$ cat src/rtl/breakout_motion_ctrl_pkg.sv
`default_nettype none
// ==== breakout_motion_ctrl_pkg : geometry, FSM states, direction encoding | rev 1.0 ====
package breakout_motion_ctrl_pkg;

  localparam int SCREEN_W    = 640;
  localparam int SCREEN_H    = 480;
  localparam int FRAME_LINE  = 480;
  localparam int BALL_SIZE   = 8;
  localparam int PADDLE_W    = 64;
  localparam int PADDLE_H    = 8;
  localparam int PADDLE_Y    = 440;
  localparam int PADDLE_STEP = 4;
  localparam int BALL_STEP   = 2;
  localparam int START_LIVES = 3;

  // 11-bit signed so that a step past column/row 0 shows up as a negative value
  typedef logic signed [10:0] coord_t;

  localparam coord_t C_SCREEN_W     = coord_t'(SCREEN_W);
  localparam coord_t C_SCREEN_H     = coord_t'(SCREEN_H);
  localparam coord_t C_BALL_SIZE    = coord_t'(BALL_SIZE);
  localparam coord_t C_PADDLE_W     = coord_t'(PADDLE_W);
  localparam coord_t C_PADDLE_H     = coord_t'(PADDLE_H);
  localparam coord_t C_PADDLE_Y     = coord_t'(PADDLE_Y);
  localparam coord_t C_PADDLE_STEP  = coord_t'(PADDLE_STEP);
  localparam coord_t C_BALL_STEP    = coord_t'(BALL_STEP);
  localparam coord_t C_PADDLE_MAX   = coord_t'(SCREEN_W - PADDLE_W);
  localparam coord_t C_BALL_MAX_X   = coord_t'(SCREEN_W - BALL_SIZE);
  localparam coord_t C_PARK_Y       = coord_t'(PADDLE_Y - BALL_SIZE);
  localparam coord_t C_PARK_OFS     = coord_t'((PADDLE_W - BALL_SIZE) / 2);
  localparam coord_t C_PADDLE_RESET = coord_t'((SCREEN_W - PADDLE_W) / 2);
  localparam logic [9:0] C_FRAME_LINE  = 10'(FRAME_LINE);
  localparam logic [1:0] C_START_LIVES = 2'(START_LIVES);

  localparam logic DIR_POS = 1'b1;
  localparam logic DIR_NEG = 1'b0;

  typedef enum logic [2:0] {
    ST_IDLE    = 3'd0,
    ST_PADDLE  = 3'd1,
    ST_BALL    = 3'd2,
    ST_COLLIDE = 3'd3,
    ST_COMMIT  = 3'd4
  } state_t;

  function automatic coord_t park_x(input coord_t pad);
    return pad + C_PARK_OFS;
  endfunction

endpackage
`default_nettype wire

$ cat src/rtl/breakout_motion_ctrl_tick.sv
`default_nettype none
// ==== frame_tick_detect : one-clock pulse on the first blank line of each frame | rev 1.0 ====
module frame_tick_detect
  import breakout_motion_ctrl_pkg::*;
(
  input  logic       clock_i,
  input  logic       reset_i,
  input  logic [9:0] pixelX_i,
  input  logic [9:0] pixelY_i,
  output logic       tick_o
);

  logic match_d;
  logic match_q;
  logic match_prev_q;

  assign match_d = (pixelX_i == 10'd0) && (pixelY_i == C_FRAME_LINE);

  always_ff @(posedge clock_i) begin
    if (reset_i) begin
      match_q      <= 1'b0;
      match_prev_q <= 1'b0;
    end else begin
      match_q      <= match_d;
      match_prev_q <= match_q;
    end
  end

  // pixelX sits at 0 for several system clocks; only the rising edge counts
  assign tick_o = match_q & ~match_prev_q;

endmodule
`default_nettype wire

$ cat src/rtl/breakout_motion_ctrl.sv
`default_nettype none
// ==== breakout_motion_ctrl : per-frame paddle/ball/collision scheduler run in vblank | rev 1.0 ====
module breakout_motion_ctrl
  import breakout_motion_ctrl_pkg::*;
(
  input  logic       clock_i,
  input  logic       reset_i,
  input  logic [9:0] pixelX_i,
  input  logic [9:0] pixelY_i,
  input  logic       btnLeft_i,
  input  logic       btnRight_i,
  input  logic       btnLaunch_i,
  output logic [9:0] ballX_o,
  output logic [9:0] ballY_o,
  output logic [9:0] paddleX_o,
  output logic [1:0] lives_o,
  output logic       gameOver_o,
  output logic       updateBusy_o
);

  state_t     state_q, state_d;
  coord_t     pad_q, pad_d, nx_q, nx_d, ny_q, ny_d;
  logic       dx_q, dx_d, dy_q, dy_d;
  logic       serve_q, serve_d, launch_q, launch_d, miss_q, miss_d;
  logic [9:0] ballx_q, ballx_d, bally_q, bally_d, paddlex_q, paddlex_d;
  logic [1:0] lives_q, lives_d;
  logic       over_q, over_d;
  logic       tick;
  coord_t     cur_x, cur_y, cur_pad;
  logic       paddle_hit;

  frame_tick_detect u_tick (
    .clock_i  (clock_i),
    .reset_i  (reset_i),
    .pixelX_i (pixelX_i),
    .pixelY_i (pixelY_i),
    .tick_o   (tick)
  );

  assign cur_x   = $signed({1'b0, ballx_q});
  assign cur_y   = $signed({1'b0, bally_q});
  assign cur_pad = $signed({1'b0, paddlex_q});

  assign paddle_hit = (ny_q + C_BALL_SIZE >= C_PADDLE_Y) && (ny_q <= C_PADDLE_Y + C_PADDLE_H) &&
                      (nx_q + C_BALL_SIZE > pad_q) && (nx_q < pad_q + C_PADDLE_W);

  always_comb begin
    state_d   = state_q;
    pad_d     = pad_q;
    nx_d      = nx_q;
    ny_d      = ny_q;
    dx_d      = dx_q;
    dy_d      = dy_q;
    serve_d   = serve_q;
    launch_d  = launch_q;
    miss_d    = miss_q;
    ballx_d   = ballx_q;
    bally_d   = bally_q;
    paddlex_d = paddlex_q;
    lives_d   = lives_q;
    over_d    = over_q;
    case (state_q)
      ST_IDLE: begin
        if (tick && !over_q) state_d = ST_PADDLE;
      end
      ST_PADDLE: begin
        state_d = ST_BALL;
        pad_d   = cur_pad;
        if (btnLeft_i && !btnRight_i)
          pad_d = (cur_pad < C_PADDLE_STEP) ? '0 : cur_pad - C_PADDLE_STEP;
        else if (btnRight_i && !btnLeft_i)
          pad_d = (cur_pad > C_PADDLE_MAX - C_PADDLE_STEP) ? C_PADDLE_MAX : cur_pad + C_PADDLE_STEP;
      end
      ST_BALL: begin
        state_d  = ST_COLLIDE;
        launch_d = 1'b0;
        miss_d   = 1'b0;
        if (serve_q) begin
          nx_d = park_x(pad_q);
          ny_d = C_PARK_Y;
          if (btnLaunch_i) begin
            launch_d = 1'b1;
            dx_d     = DIR_POS;
            dy_d     = DIR_NEG;
          end
        end else begin
          nx_d = (dx_q == DIR_POS) ? cur_x + C_BALL_STEP : cur_x - C_BALL_STEP;
          ny_d = (dy_q == DIR_POS) ? cur_y + C_BALL_STEP : cur_y - C_BALL_STEP;
        end
      end
      ST_COLLIDE: begin
        state_d = ST_COMMIT;
        // serve_q is still set on the launch frame, so motion waits a frame
        if (!serve_q) begin
          if (nx_q[10]) begin
            nx_d = '0;
            dx_d = DIR_POS;
          end else if (nx_q + C_BALL_SIZE > C_SCREEN_W) begin
            nx_d = C_BALL_MAX_X;
            dx_d = DIR_NEG;
          end
          if (ny_q[10]) begin
            ny_d = '0;
            dy_d = DIR_POS;
          end else if (dy_q == DIR_POS && paddle_hit) begin
            ny_d = C_PARK_Y;
            dy_d = DIR_NEG;
          end
          if (ny_q >= C_SCREEN_H) begin
            miss_d = 1'b1;
            nx_d   = park_x(pad_q);
            ny_d   = C_PARK_Y;
            dx_d   = DIR_POS;
            dy_d   = DIR_NEG;
          end
        end
      end
      ST_COMMIT: begin
        state_d   = ST_IDLE;
        paddlex_d = pad_q[9:0];
        ballx_d   = nx_q[9:0];
        bally_d   = ny_q[9:0];
        serve_d   = miss_q | (serve_q & ~launch_q);
        launch_d  = 1'b0;
        miss_d    = 1'b0;
        if (miss_q) begin
          lives_d = lives_q - 2'd1;
          over_d  = (lives_q == 2'd1);
        end
      end
      default: state_d = ST_IDLE;
    endcase
  end

  always_ff @(posedge clock_i) begin
    if (reset_i) begin
      state_q   <= ST_IDLE;
      pad_q     <= C_PADDLE_RESET;
      nx_q      <= park_x(C_PADDLE_RESET);
      ny_q      <= C_PARK_Y;
      dx_q      <= DIR_POS;
      dy_q      <= DIR_NEG;
      serve_q   <= 1'b1;
      launch_q  <= 1'b0;
      miss_q    <= 1'b0;
      paddlex_q <= C_PADDLE_RESET[9:0];
      ballx_q   <= park_x(C_PADDLE_RESET) & 11'h3FF;
      bally_q   <= C_PARK_Y[9:0];
      lives_q   <= C_START_LIVES;
      over_q    <= 1'b0;
    end else begin
      state_q   <= state_d;
      pad_q     <= pad_d;
      nx_q      <= nx_d;
      ny_q      <= ny_d;
      dx_q      <= dx_d;
      dy_q      <= dy_d;
      serve_q   <= serve_d;
      launch_q  <= launch_d;
      miss_q    <= miss_d;
      paddlex_q <= paddlex_d;
      ballx_q   <= ballx_d;
      bally_q   <= bally_d;
      lives_q   <= lives_d;
      over_q    <= over_d;
    end
  end

  assign ballX_o      = ballx_q;
  assign ballY_o      = bally_q;
  assign paddleX_o    = paddlex_q;
  assign lives_o      = lives_q;
  assign gameOver_o   = over_q;
  assign updateBusy_o = (state_q != ST_IDLE);

endmodule
`default_nettype wire
$ cat config.mk
export PLATFORM = sky130hd
export DESIGN_NAME = breakout_motion_ctrl
export DESIGN_NICKNAME = d
export VERILOG_FILES = /design/src/rtl/breakout_motion_ctrl_pkg.sv /design/src/rtl/breakout_motion_ctrl_tick.sv /design/src/rtl/breakout_motion_ctrl.sv
export SDC_FILE = /design/constraint.sdc
export NUM_CORES = 1
export LEC_CHECK = 0
export BUFFER_PORTS_ARGS = -buffer_cell sky130_fd_sc_hd__buf_2
export CAP_MARGIN = 10
export CORE_MARGIN = 2
export CORE_UTILIZATION = 47
export DETAILED_ROUTE_END_ITERATION = 7
export PLACE_DENSITY = 0.77
export SYNTH_ARGS = -nofsm -noshare
export SYNTH_HDL_FRONTEND = slang
export SYNTH_HIERARCHICAL = 1
export SYNTH_SLANG_ARGS = --single-unit
$ cat constraint.sdc
create_clock -name clock_i -period 4 [get_ports clock_i]
set_clock_uncertainty 0.1 [all_clocks]
set_input_delay 0.2 -clock clock_i [delete_from_list [all_inputs] [get_ports clock_i]]
set_output_delay 0.2 -clock clock_i [all_outputs]
set_load 0.05 [all_outputs]
==> metrics.yaml <==
critical_path:
  r2r-end: "ny_q[2]"
  crit_slowest_cell: "dfxtp_1"
  reg2reg_from: "nx_q[3]"
  cpPeakStageDelay_ns: 0.54
  setup.worst_path.start_class: "flop"
  r2r_cells: 11
  crit_top_cell: "ha_1"
  cp.required_ns: 4.16
  crit_path_end_kind: "flop"
  arrival_ns: 3.45
  crit_fanout: 10
  crit_start: "nx_q[3]"
  path_class: "flop to flop"
  r2r_setup_slack_ns: 0.71
  cp_cell_sequence: "ha_1 -> inv_1 -> or3_1 -> nand2_1 -> ha_1 -> nand4_1 -> nor3_1 -> nor4_2 -> o2111ai_2 -> o31ai_4 -> mux2_1"
  worstSetupEndpoint: "ny_q[2]"
power_and_ir_drop:
  cellLeakagePower_nw: 2.42
  swShare: 0.234
  p_switching_w: 0.000344
  seq_power_share: 0.514
  powerDensity_nw_per_um2: 250
  finalPower_w: 0.00147
  power_frac_clock: 0.456
  comb_power_share: 0.030
  p_int_w: 0.00113
  max-vdd-ir-drop_uv: 186
synthesis:
  avgSynthCellArea_um2: 8.01
  seq_area_frac_synth: 0.288
  yosysWarnings: 6
  synthesis.nets: 730
  ys_seq_elements: 76
  synthArstFlopShare: 0
  synth_edf_count: 0
  ys_types: 71
  syn_inst: 659
  synth-main-ff-cell: "dfxtp_1"
  post_synth_instance_area_um2: 5280
clock_tree:
  post_cts_buffers: 0
  insertion_delay_ns: 0.37
  cts_sinks: 76
  cts_buffers: 9
  clk_pin_slew_ns: 0.09
  clockBufferDepth: 2
  cts_tree: "done"
  root_buffer: "clkbuf_8"
  h-tree-depth: 3
final_layout:
  fin_util: 0.540
  layout-drive-gt1-share: 0.133
  area_growth_pct: 11.5
  antenna_cells: 0
  n_fill_cell: 987
  fin_nets: 775
  fin_area_um2: 5880
global_routing:
  gr-total-overflow: 0
  grt_use_met3: 0.0462
  use_met1: 0.318
  grt_max_degree: 35
  grt_pass1_wl_um: 23200
  grt-busiest-layer: "met2"
  grt_usage: 0.248
  antenna_found_initial: 0
  grt_util_met2: 0.408
  grt_pass1_vias: 4752
worst_hold_path:
  min_path_type: "input pin to flop"
timing:
  fin_crit_sh: 0.822
  worst_pin_slew_ns: 1.23
  max-slew-margin-rel: 0.177
  setup_viol: 0
  period_needed_ns: 3.29
  rsz0062_at_grt: "no"
  fmax_ghz: 0.304
  finalHoldViolations: 0
  holdWs_ns: 0.123
  slew_viol_final: 0
  finalSetupTns_ns: 0
route:
  post_drt_wl_per_cell_um: 16.8
  drtAntennaViolNets: 0
  first_pass_iters: 5
  drt-initial-drc-count: 332
  vias_per_cell: 6.01
  vias: 5099
  wl_um: 14300
  drc_errors: 0
run_status:
  outcome: "complete, no violations"
die:
  start_util: 0.485
  fp.dieW_um: 110
  rows: 38
  coreArea_um2: 10900
  ios: 59
  dieArea_um2: 12100
  die_y_um: 110
placed_design:
  placed_area_um2: 5630
  place_hpwl_um: 10600
  gp_congestion: 0.964
  port_buffers: 58
job:
  drv_cap: 0
[final cells by class]
cell class                 count  area, um^2  area share
clock buffer                   9         124      0.0211
clock inverter                 7         101      0.0172
inverter                      32         120      0.0204
multi-input combinational    521        3500       0.595
sequential                    76        1520       0.259
tap                          140         175      0.0298
timing repair buffer          64         343      0.0583
[cell usage in the layout, fill, tap and decap left out, types with 6 or more instances in the layout]
master and n:
o21ai_0 24, nand2b_1 17, o21a_1 6, xor2_1 10
nand3b_1 11, a31oi_1 8, nor2b_1 15, clkbuf_8 9
ha_1 44, a211oi_1 11, o211ai_1 9, and3_1 7
nand4_1 7, nand2_1 86, mux2i_1 11, inv_1 32
nand3_1 16, or3_1 8, a21oi_1 61, buf_2 58
a21o_1 8, dfxtp_1 76, nor2_1 44, xnor2_1 20
nor3_1 12, a211o_1 7, a221oi_1 7
[worst min path at each step]
stage | depth (start not counted) | slack (ns) | endpoint | startpoint
2_1_floorplan | 1 | 0.17 | u_tick/match_prev_q | reset_i
3_3_place_gp | 3 | 0.34 | u_tick/match_q | pixelY_i[8]
3_5_place_dp | 1 | 0.35 | u_tick/match_prev_q | u_tick/match_q
4_1_cts | 3 | 0.1 | pad_q[4] | btnRight_i
5_1_grt | 3 | 0.16 | pad_q[4] | btnRight_i
6_report | 3 | 0.12 | pad_q[4] | btnRight_i
[cells in the mapped netlist (all sizes together) (13+ instances only)]
cell type  count  area (um^2)
nand2b        17          106
nand2         86          323
clkbuf        20         75.1
xnor2         20          175
nor2          44          165
ha            44          551
a21oi         61          305
inv           32          120
nor2b         15         93.8
o21ai         28          151
nand3         16         80.1
dfxtp         76         1520
nor3          13         70.1
[registers in the layout, summed over array words and instances (netlist names)]
register / count
nx_q: 11
ny_q: 11
pad_q: 11
ballX_o: 10
ballY_o: 10
paddleX_o: 10
state_q: 3
lives_o: 2
dx_q: 1
dy_q: 1
gameOver_o: 1
launch_q: 1
miss_q: 1
serve_q: 1
u_tick/match_prev_q: 1
u_tick/match_q: 1
[metal layers]
metal,up-vias,share of wire
met5,-,0
met2,175,0.48
li1,2481,-
met3,35,0.052
met4,0,0.031
met1,2408,0.44
[repair_timing]
item,in CTS,in global routing
endpoints found under the hold margin,1,0
gates resized for setup,0,0
hold buffers,3,0
[critical path: cells and delay by family, from the launching register on]
family	cells	cell delay (ns)
AND/OR/NAND/NOR	5	0.93
adder cells (fa/ha/maj)	2	0.60
AO/OA/AOI/OAI	2	0.55
flip-flops	1	0.54
multiplexers	1	0.35
buffers and inverters	1	0.09
[through the flow]
step	std cells	setup WS [ns]
4_1_cts	849	0.743
6_report	849	0.711
3_3_place_gp	830	0.860
5_1_grt	849	0.465
3_5_place_dp	830	0.774
2_1_floorplan	659	1.04
[power groups by stage]
stage                     combinational [W]  clock [W]  sequential (W)
after CTS                         0.0000432   0.000682        0.000756
after floorplan                   0.0000228          0        0.000774
after global routing              0.0000486   0.000719        0.000756
after detailed placement          0.0000418          0        0.000774
final                             0.0000439   0.000671        0.000756
after global placement            0.0000405          0        0.000774
[kinds of logic (layout without fill, tap and decap cells)]
kind of cell	after synthesis	in the layout	share of synthesized area
simple gates	249	249	0.239
fa+ha+maj	46	46	0.112
xor+xnor	30	30	0.0498
buf+inv	62	112	0.0486
flops	76	76	0.288
compound gates	182	182	0.236
mux	14	14	0.0273
Power figures use the tool's default switching activity.
